--- config.mk ---
export PLATFORM = sky130hd
export DESIGN_NAME = sierpinski_row_sched_flat
export DESIGN_NICKNAME = d
export VERILOG_FILES = /design/src/rtl/sierpinski_pkg.sv /design/src/rtl/sierpinski_row_sched_if.sv /design/src/rtl/row_rate_div.sv /design/src/rtl/sierpinski_row_sched.sv /design/src/flat_wrapper.sv
export SDC_FILE = /design/constraint.sdc
export NUM_CORES = 1
export LEC_CHECK = 0
export CAP_MARGIN = 20
export CELL_PAD_IN_SITES_DETAIL_PLACEMENT = 1
export CELL_PAD_IN_SITES_GLOBAL_PLACEMENT = 2
export CORE_ASPECT_RATIO = 0.6
export CORE_MARGIN = 5
export CORE_UTILIZATION = 31
export CTS_CLUSTER_SIZE = 14
export DETAILED_ROUTE_END_ITERATION = 6
export PLACE_DENSITY_LB_ADDON = 0.1
export SETUP_SLACK_MARGIN = 0.02
export SYNTH_ARGS = -nofsm -noshare
export SYNTH_HDL_FRONTEND = slang
export SYNTH_SLANG_ARGS = --single-unit
--- constraint.sdc ---
create_clock -name clk -period 7.5 [get_ports clk]
set_input_delay 1.125 -clock clk [delete_from_list [all_inputs] [get_ports clk]]
set_output_delay 1.125 -clock clk [all_outputs]
set_load 0.005 [all_outputs]
--- src/rtl/sierpinski_pkg.sv ---
// Shared types and defaults for the Sierpinski row scheduler.
package sierpinski_pkg;

   localparam int WIDTH_DEF     = 8;   // generator row/seed width
   localparam int DIV_W_DEF     = 16;  // rate-divider reload width
   localparam int SEED_ZERO_SUB = 1;   // an all-zero seed would lock the LFSR, so it becomes 1

   typedef enum logic [1:0] {
      IDLE  = 2'd0,
      LOAD  = 2'd1,
      RUN   = 2'd2,
      PAUSE = 2'd3
   } state_t;

endpackage

--- src/rtl/sierpinski_row_sched_if.sv ---
// Command/status bundle between the user controls, the scheduler and the row datapath.
interface sierpinski_row_sched_if #(
   parameter int WIDTH = sierpinski_pkg::WIDTH_DEF,
   parameter int DIV_W = sierpinski_pkg::DIV_W_DEF
);
   // user side
   logic             ena;
   logic             start;
   logic             stop;
   logic             step;
   logic             single_mode;
   logic [DIV_W-1:0] div;
   logic [7:0]       rows_per_frame;
   logic [WIDTH-1:0] seed_in;
   // datapath / status side
   logic             row_load;
   logic             row_step;
   logic [WIDTH-1:0] seed_out;
   logic [7:0]       row_idx;
   logic             frame_done;
   logic             busy;
   logic [1:0]       state;

   modport master (
      output ena, start, stop, step, single_mode, div, rows_per_frame, seed_in,
      input  row_load, row_step, seed_out, row_idx, frame_done, busy, state
   );

   modport slave (
      input  ena, start, stop, step, single_mode, div, rows_per_frame, seed_in,
      output row_load, row_step, seed_out, row_idx, frame_done, busy, state
   );
endinterface

--- src/rtl/row_rate_div.sv ---
// Row-period down-counter: reload wins over decrement, parks at zero, flags terminal count.
module row_rate_div #(
   parameter int DIV_W = 16
) (
   input  logic             clk,
   input  logic             rst_n,
   input  logic             en,
   input  logic             reload,
   input  logic [DIV_W-1:0] reload_val,
   output logic             tc
);

   logic [DIV_W-1:0] r_cnt;

   // Count down toward zero; a reload restarts the period from reload_val.
   always_ff @(posedge clk or negedge rst_n) begin
      if (!rst_n) begin
         r_cnt <= '0;
      end else if (reload) begin
         r_cnt <= reload_val;
      end else if (en && (r_cnt != '0)) begin
         r_cnt <= r_cnt - DIV_W'(1);
      end
   end

   assign tc = (r_cnt == '0);

endmodule

--- src/rtl/sierpinski_row_sched.sv ---
// Row scheduler: paces row_step strobes, reloads the seed at frame ends, and
// handles run / pause / single-step control for the Sierpinski row datapath.
// Strobes are decided one edge ahead and registered, so a terminal count seen
// at an edge shows up as row_step in the following cycle.
module sierpinski_row_sched
   import sierpinski_pkg::*;
#(
   parameter int WIDTH = WIDTH_DEF,
   parameter int DIV_W = DIV_W_DEF
) (
   input  logic                 clk,
   input  logic                 rst_n,
   sierpinski_row_sched_if.slave bus
);

   state_t           r_state;
   state_t           w_state_nx;
   logic             r_row_load;
   logic             r_row_step;
   logic             r_frame_done;
   logic             w_row_load_nx;
   logic             w_row_step_nx;
   logic             w_frame_done_nx;
   logic [WIDTH-1:0] r_seed;
   logic [WIDTH-1:0] w_seed_nx;
   logic [7:0]       r_row_idx;
   logic [7:0]       w_row_idx_nx;
   logic [7:0]       w_idx_inc;
   logic             w_frame_end;
   logic             w_div_tc;
   logic             w_div_reload;
   logic             w_div_dec;
   logic             w_take_step;
   logic             w_enter_load;

   // 8-bit add so free-run wraps 255 -> 0; a lowered rows_per_frame is matched after the wrap.
   assign w_idx_inc   = r_row_idx + 8'd1;
   assign w_frame_end = (bus.rows_per_frame != 8'd0) && (w_idx_inc == bus.rows_per_frame);

   row_rate_div #(.DIV_W(DIV_W)) u_rate_div (
      .clk        (clk),
      .rst_n      (rst_n),
      .en         (bus.ena & w_div_dec),
      .reload     (bus.ena & w_div_reload),
      .reload_val (bus.div),
      .tc         (w_div_tc)
   );

   // Next-state decode: stop beats start beats everything else; LOAD is entered
   // with the divider preloaded so the LOAD cycle counts as the first of D+1.
   always_comb begin
      // NOTE: every variable gets a default first, so no path can infer a latch.
      w_state_nx      = r_state;
      w_row_load_nx   = 1'b0;
      w_row_step_nx   = 1'b0;
      w_frame_done_nx = 1'b0;
      w_row_idx_nx    = r_row_idx;
      w_seed_nx       = r_seed;
      w_div_reload    = 1'b0;
      w_div_dec       = 1'b0;
      w_take_step     = 1'b0;
      w_enter_load    = 1'b0;

      if (bus.stop) begin
         w_state_nx = IDLE;
      end else if (bus.start) begin
         w_seed_nx    = (bus.seed_in == '0) ? WIDTH'(SEED_ZERO_SUB) : bus.seed_in;
         w_enter_load = 1'b1;
      end else begin
         case (r_state)
            IDLE: begin
            end
            LOAD: begin
               if (bus.single_mode) begin
                  w_state_nx = PAUSE;
               end else begin
                  w_state_nx = RUN;
                  if (w_div_tc) begin
                     w_take_step  = 1'b1;
                     w_div_reload = 1'b1;
                  end else begin
                     w_div_dec = 1'b1;
                  end
               end
            end
            RUN: begin
               // a pending frame_done means this cycle carries the last step
               if (r_frame_done) begin
                  w_enter_load = 1'b1;
               end else if (bus.single_mode) begin
                  w_state_nx = PAUSE;
               end else if (w_div_tc) begin
                  w_take_step  = 1'b1;
                  w_div_reload = 1'b1;
               end else begin
                  w_div_dec = 1'b1;
               end
            end
            PAUSE: begin
               // divider holds here; single steps do not touch it
               if (r_frame_done) begin
                  w_enter_load = 1'b1;
               end else if (bus.step) begin
                  w_take_step = 1'b1;
               end else if (!bus.single_mode) begin
                  w_state_nx   = RUN;
                  w_div_reload = 1'b1;
               end
            end
         endcase
      end

      if (w_enter_load) begin
         w_state_nx    = LOAD;
         w_row_load_nx = 1'b1;
         w_row_idx_nx  = '0;
         w_div_reload  = 1'b1;
      end

      if (w_take_step) begin
         w_row_step_nx = 1'b1;
         if (w_frame_end) begin
            w_frame_done_nx = 1'b1;
            w_row_idx_nx    = '0;
         end else begin
            w_row_idx_nx = w_idx_inc;
         end
      end
   end

   // State, strobes, row counter and captured seed; a low ena freezes all of them.
   always_ff @(posedge clk or negedge rst_n) begin
      if (!rst_n) begin
         r_state      <= IDLE;
         r_row_load   <= 1'b0;
         r_row_step   <= 1'b0;
         r_frame_done <= 1'b0;
         r_row_idx    <= '0;
         r_seed       <= '0;
      end else if (bus.ena) begin
         // NOTE: non-blocking so every register samples pre-edge values together.
         r_state      <= w_state_nx;
         r_row_load   <= w_row_load_nx;
         r_row_step   <= w_row_step_nx;
         r_frame_done <= w_frame_done_nx;
         r_row_idx    <= w_row_idx_nx;
         r_seed       <= w_seed_nx;
      end
   end

   // Strobes are masked while frozen; a pending one is released when ena returns.
   assign bus.row_load   = r_row_load & bus.ena;
   assign bus.row_step   = r_row_step & bus.ena;
   assign bus.frame_done = r_frame_done & bus.ena;
   assign bus.seed_out   = r_seed;
   assign bus.row_idx    = r_row_idx;
   assign bus.busy       = (r_state != IDLE);
   assign bus.state      = r_state;

endmodule

--- src/flat_wrapper.sv ---
// flat-port wrapper written by rule: the top's interface ports become plain ports
module sierpinski_row_sched_flat import sierpinski_pkg::*;
#(
   parameter int WIDTH = WIDTH_DEF,
   parameter int DIV_W = DIV_W_DEF
)
  (clk, rst_n, bus_ena, bus_start, bus_stop, bus_step, bus_single_mode, bus_div, bus_rows_per_frame, bus_seed_in, bus_row_load, bus_row_step, bus_seed_out, bus_row_idx, bus_frame_done, bus_busy, bus_state);
  sierpinski_row_sched_if #(.WIDTH(WIDTH), .DIV_W(DIV_W)) bus_i ();
  input  logic clk;
  input  logic rst_n;
  input wire logic [$bits(bus_i.ena)-1:0] bus_ena;
  input wire logic [$bits(bus_i.start)-1:0] bus_start;
  input wire logic [$bits(bus_i.stop)-1:0] bus_stop;
  input wire logic [$bits(bus_i.step)-1:0] bus_step;
  input wire logic [$bits(bus_i.single_mode)-1:0] bus_single_mode;
  input wire logic [$bits(bus_i.div)-1:0] bus_div;
  input wire logic [$bits(bus_i.rows_per_frame)-1:0] bus_rows_per_frame;
  input wire logic [$bits(bus_i.seed_in)-1:0] bus_seed_in;
  output wire logic [$bits(bus_i.row_load)-1:0] bus_row_load;
  output wire logic [$bits(bus_i.row_step)-1:0] bus_row_step;
  output wire logic [$bits(bus_i.seed_out)-1:0] bus_seed_out;
  output wire logic [$bits(bus_i.row_idx)-1:0] bus_row_idx;
  output wire logic [$bits(bus_i.frame_done)-1:0] bus_frame_done;
  output wire logic [$bits(bus_i.busy)-1:0] bus_busy;
  output wire logic [$bits(bus_i.state)-1:0] bus_state;
  assign bus_i.ena = bus_ena;
  assign bus_i.start = bus_start;
  assign bus_i.stop = bus_stop;
  assign bus_i.step = bus_step;
  assign bus_i.single_mode = bus_single_mode;
  assign bus_i.div = bus_div;
  assign bus_i.rows_per_frame = bus_rows_per_frame;
  assign bus_i.seed_in = bus_seed_in;
  assign bus_row_load = bus_i.row_load;
  assign bus_row_step = bus_i.row_step;
  assign bus_seed_out = bus_i.seed_out;
  assign bus_row_idx = bus_i.row_idx;
  assign bus_frame_done = bus_i.frame_done;
  assign bus_busy = bus_i.busy;
  assign bus_state = bus_i.state;
  sierpinski_row_sched #(.WIDTH(WIDTH), .DIV_W(DIV_W)) u_core (.clk(clk), .rst_n(rst_n), .bus(bus_i));
endmodule
==> flow_metrics.tcl <==
set metrics [dict create \
    clock_skew_ps 5.57 \
    status "completed" \
    nets 352 \
    dpl-instance-area_um2 2990 \
    setup_viol 0 \
    grt_pass1_wl_um 11600 \
    hold_viol 0 \
    post_cts_buffers 0 \
    die_h_um 76.7 \
    tritoncts "done" \
    slew_headroom_pct 42.7 \
    synth_largest_area_cell "dfrtp_1" \
    synth-edff-count 0 \
    synth_seq_area_share_pct 40.2 \
    critical_path_required_ps 6380 \
    arrival_ps 2580 \
    syn-cell-area_um2 2300 \
    drt_pre_antenna_iters 4 \
    reg2reg_from "u_core.u_rate_div.r_cnt[0]" \
    cts_hold_buf 0 \
    fin_ws_ps 3790 \
    vias_per_cell 4.86 \
    ant_nets 0 \
    cp_common_cell "clkdlybuf4s50_1" \
    postLayoutCellArea_um2 3160 \
    max_freq_mhz 270 \
    initial_utilization_pct 31.8 \
    first_global_vias 2087 \
    grt_usage_pct 15.5 \
    yosysTopAreaCellShare_pct 40.2 \
    setup_tns_ps 0 \
    startpoint "bus_ena" \
    maxCapViolCount 0 \
    postSynth.asyncResetShare_pct 100 \
    vias 1989 \
    final_common_cell "clkdlybuf4s50_1" \
    drive_gt1_share_pct 8.85 \
    ioPinCount 61 \
    ctsResizeCount 0 \
    path_clk_slew_ps 50 \
    core_area_um2 7240 \
    cts_buffer_depth 2 \
    htree_num_levels 2 \
    end_kind "output pin" \
    p_sw_share_pct 28.4 \
    final_cells 409 \
    clockPowerShare_pct 35.3 \
    hp-class "reg -> reg" \
    overflow 0 \
    fill_cells 820 \
    fin_crit_sh_pct 49.4 \
    p_seq_share_pct 39.1 \
    diodes 0 \
    post-route-util_pct 43.7 \
    grt_max_degree 38 \
    intPower_uw 474 \
    synth_cell_type_count 47 \
    netlist_top_cells_area "dfrtp_1 40%, xnor2_1 6.5%, xor2_1 5.3%, mux2_2 4.4%, ha_1 4.4%" \
    cts-root-buf "clkbuf_16" \
    port_buffers 60 \
    critPathMaxFanout 9 \
    holdWs_ps 487 \
    crit_type "in -> out" \
    drv_slew 0 \
    routed_wl_um 6700 \
    place_inst 401 \
    clk_latency_ps 280 \
    drcViolationCount 0 \
    crit_path_start_kind "input port" \
    min_from "u_core.bus.seed_out[0]" \
    r2r-end "u_core.u_rate_div.r_cnt[12]" \
    min_path_cells 2 \
    r2r_setup_slack_ps 4650 \
    synthCells 245 \
    min_to "u_core.bus.seed_out[0]" \
    pre_cts_slack_ps 3660 \
    crit_path_top_delay_cell "clkdlybuf4s50_1" \
    tightest_slew_ps 859 \
    syn_avg_cell_area_um2 9.39 \
    area_growth_syn_to_layout_pct 37.5 \
    antenna_found_initial 0 \
    synth_warnings 0 \
    wire_per_inst_um 16.4 \
    numCtsBuffers 5 \
    rr_worst_depth 8 \
    rsz0062_at_grt "false" \
    max_stage_delay_ps 630 \
    drt-initial-drc-count 75 \
    worstPathCellList "clkdlybuf4s50_1, inv_1, nor2_1, clkdlybuf4s50_1" \
    synthFlopType "dfrtp_1" \
    syn_nets 292 \
    peakVddDrop_mv 0.130 \
    period_minus_slack_ps 3710 \
    die_area_um2 9300 \
    power_density_nw_per_um2 209 \
    finalPower_uw 662 \
    cts_sinks 37 \
    die_width_um 121 \
    place_hpwl_um 5150 \
    p_leak_nw 1.27 \
    switchingPower_uw 188 \
    pwr-share-comb_pct 25.6 \
    gp_congestion 0.775 \
    rows 24 \
    mostFrequentLayoutCells "59 x clkdlybuf4s50_1, 37 x dfrtp_1, 25 x nand2_1, 20 x o21ai_0" \
    synth_seq_cells 37 \
]
==> worst max path at each step <==
stage | end | cells after the start
after floorplan | u_core.bus.row_idx[2] | 7
after global placement | u_core.u_rate_div.r_cnt[1] | 6
after detailed placement | u_core.u_rate_div.r_cnt[1] | 5
after CTS | bus_row_load | 4
after global routing | bus_row_step | 4
final | bus_row_step | 4
==> layer usage <==
metal	global-route usage [%]	up-vias	share of wire (%)
li1	-	986	-
met1	25.4	945	58
met2	19.2	50	36
met3	4.41	8	5.1
met4	3.69	0	0.91
met5	0	-	0
==> cell families after synthesis <==
group | after synthesis | synth area share (%)
and+or+nand+nor | 99 | 23.7
AOI/OAI and AO/OA | 40 | 10.8
DFF | 37 | 40.2
xor gates and xnor gates | 31 | 11.8
buffers and inverters | 17 | 2.99
muxes | 13 | 6.14
adders and majority gates | 8 | 4.35
==> layout make-up <==
cell class / instances / area (µm²) / share of cell area (%)
multi-input combinational: 191 / 1310 / 41.3
sequential: 37 / 926 / 29.3
timing repair buffer: 61 / 607 / 19.2
tap: 104 / 130 / 4.11
clock buffer: 5 / 125 / 3.96
clock inverter: 2 / 35.0 / 1.11
inverter: 9 / 33.8 / 1.07
==> power groups by stage <==
stage               Clock [mW]  Combinational, mW  Sequential [mW]
finish                   0.234              0.170            0.259
global placement             0              0.166            0.262
floorplan                    0             0.0895            0.256
global route             0.253              0.190            0.264
CTS                      0.240              0.170            0.260
detailed placement           0              0.168            0.262
==> worst max-delay path, delay by kind of cell <==
kind / cells / cell delay, ps
and+or+nand+nor: 1 / 130
buffers and inverters: 3 / 1320
==> flip-flops by register name, summed over array words and instances (netlist names) <==
name and cells:
u_core.bus.row_idx 8, u_core.r_row_load 1, u_core.r_frame_done 1, u_core.r_row_step 1
u_core.bus.seed_out 8, u_core.u_rate_div.r_cnt 16, u_core.bus.state 2
==> cells in the mapped netlist (2+ instances only) <==
cell type	number
a21oi_1	5
and2_1	2
and3_1	2
and4_1	2
buf_2	3
clkbuf_1	4
dfrtp_1	37
ha_1	8
inv_1	9
mux2_2	9
mux2i_1	4
nand2_1	25
nand3_1	9
nand3b_1	3
nand4_1	3
nor2_1	17
nor3_1	13
nor4_1	5
o21a_1	2
o21ai_0	20
o21ai_1	2
o31ai_1	2
or3_1	5
or4_4	2
xnor2_1	17
xor2_1	14
(Power assumes the default switching activity.)
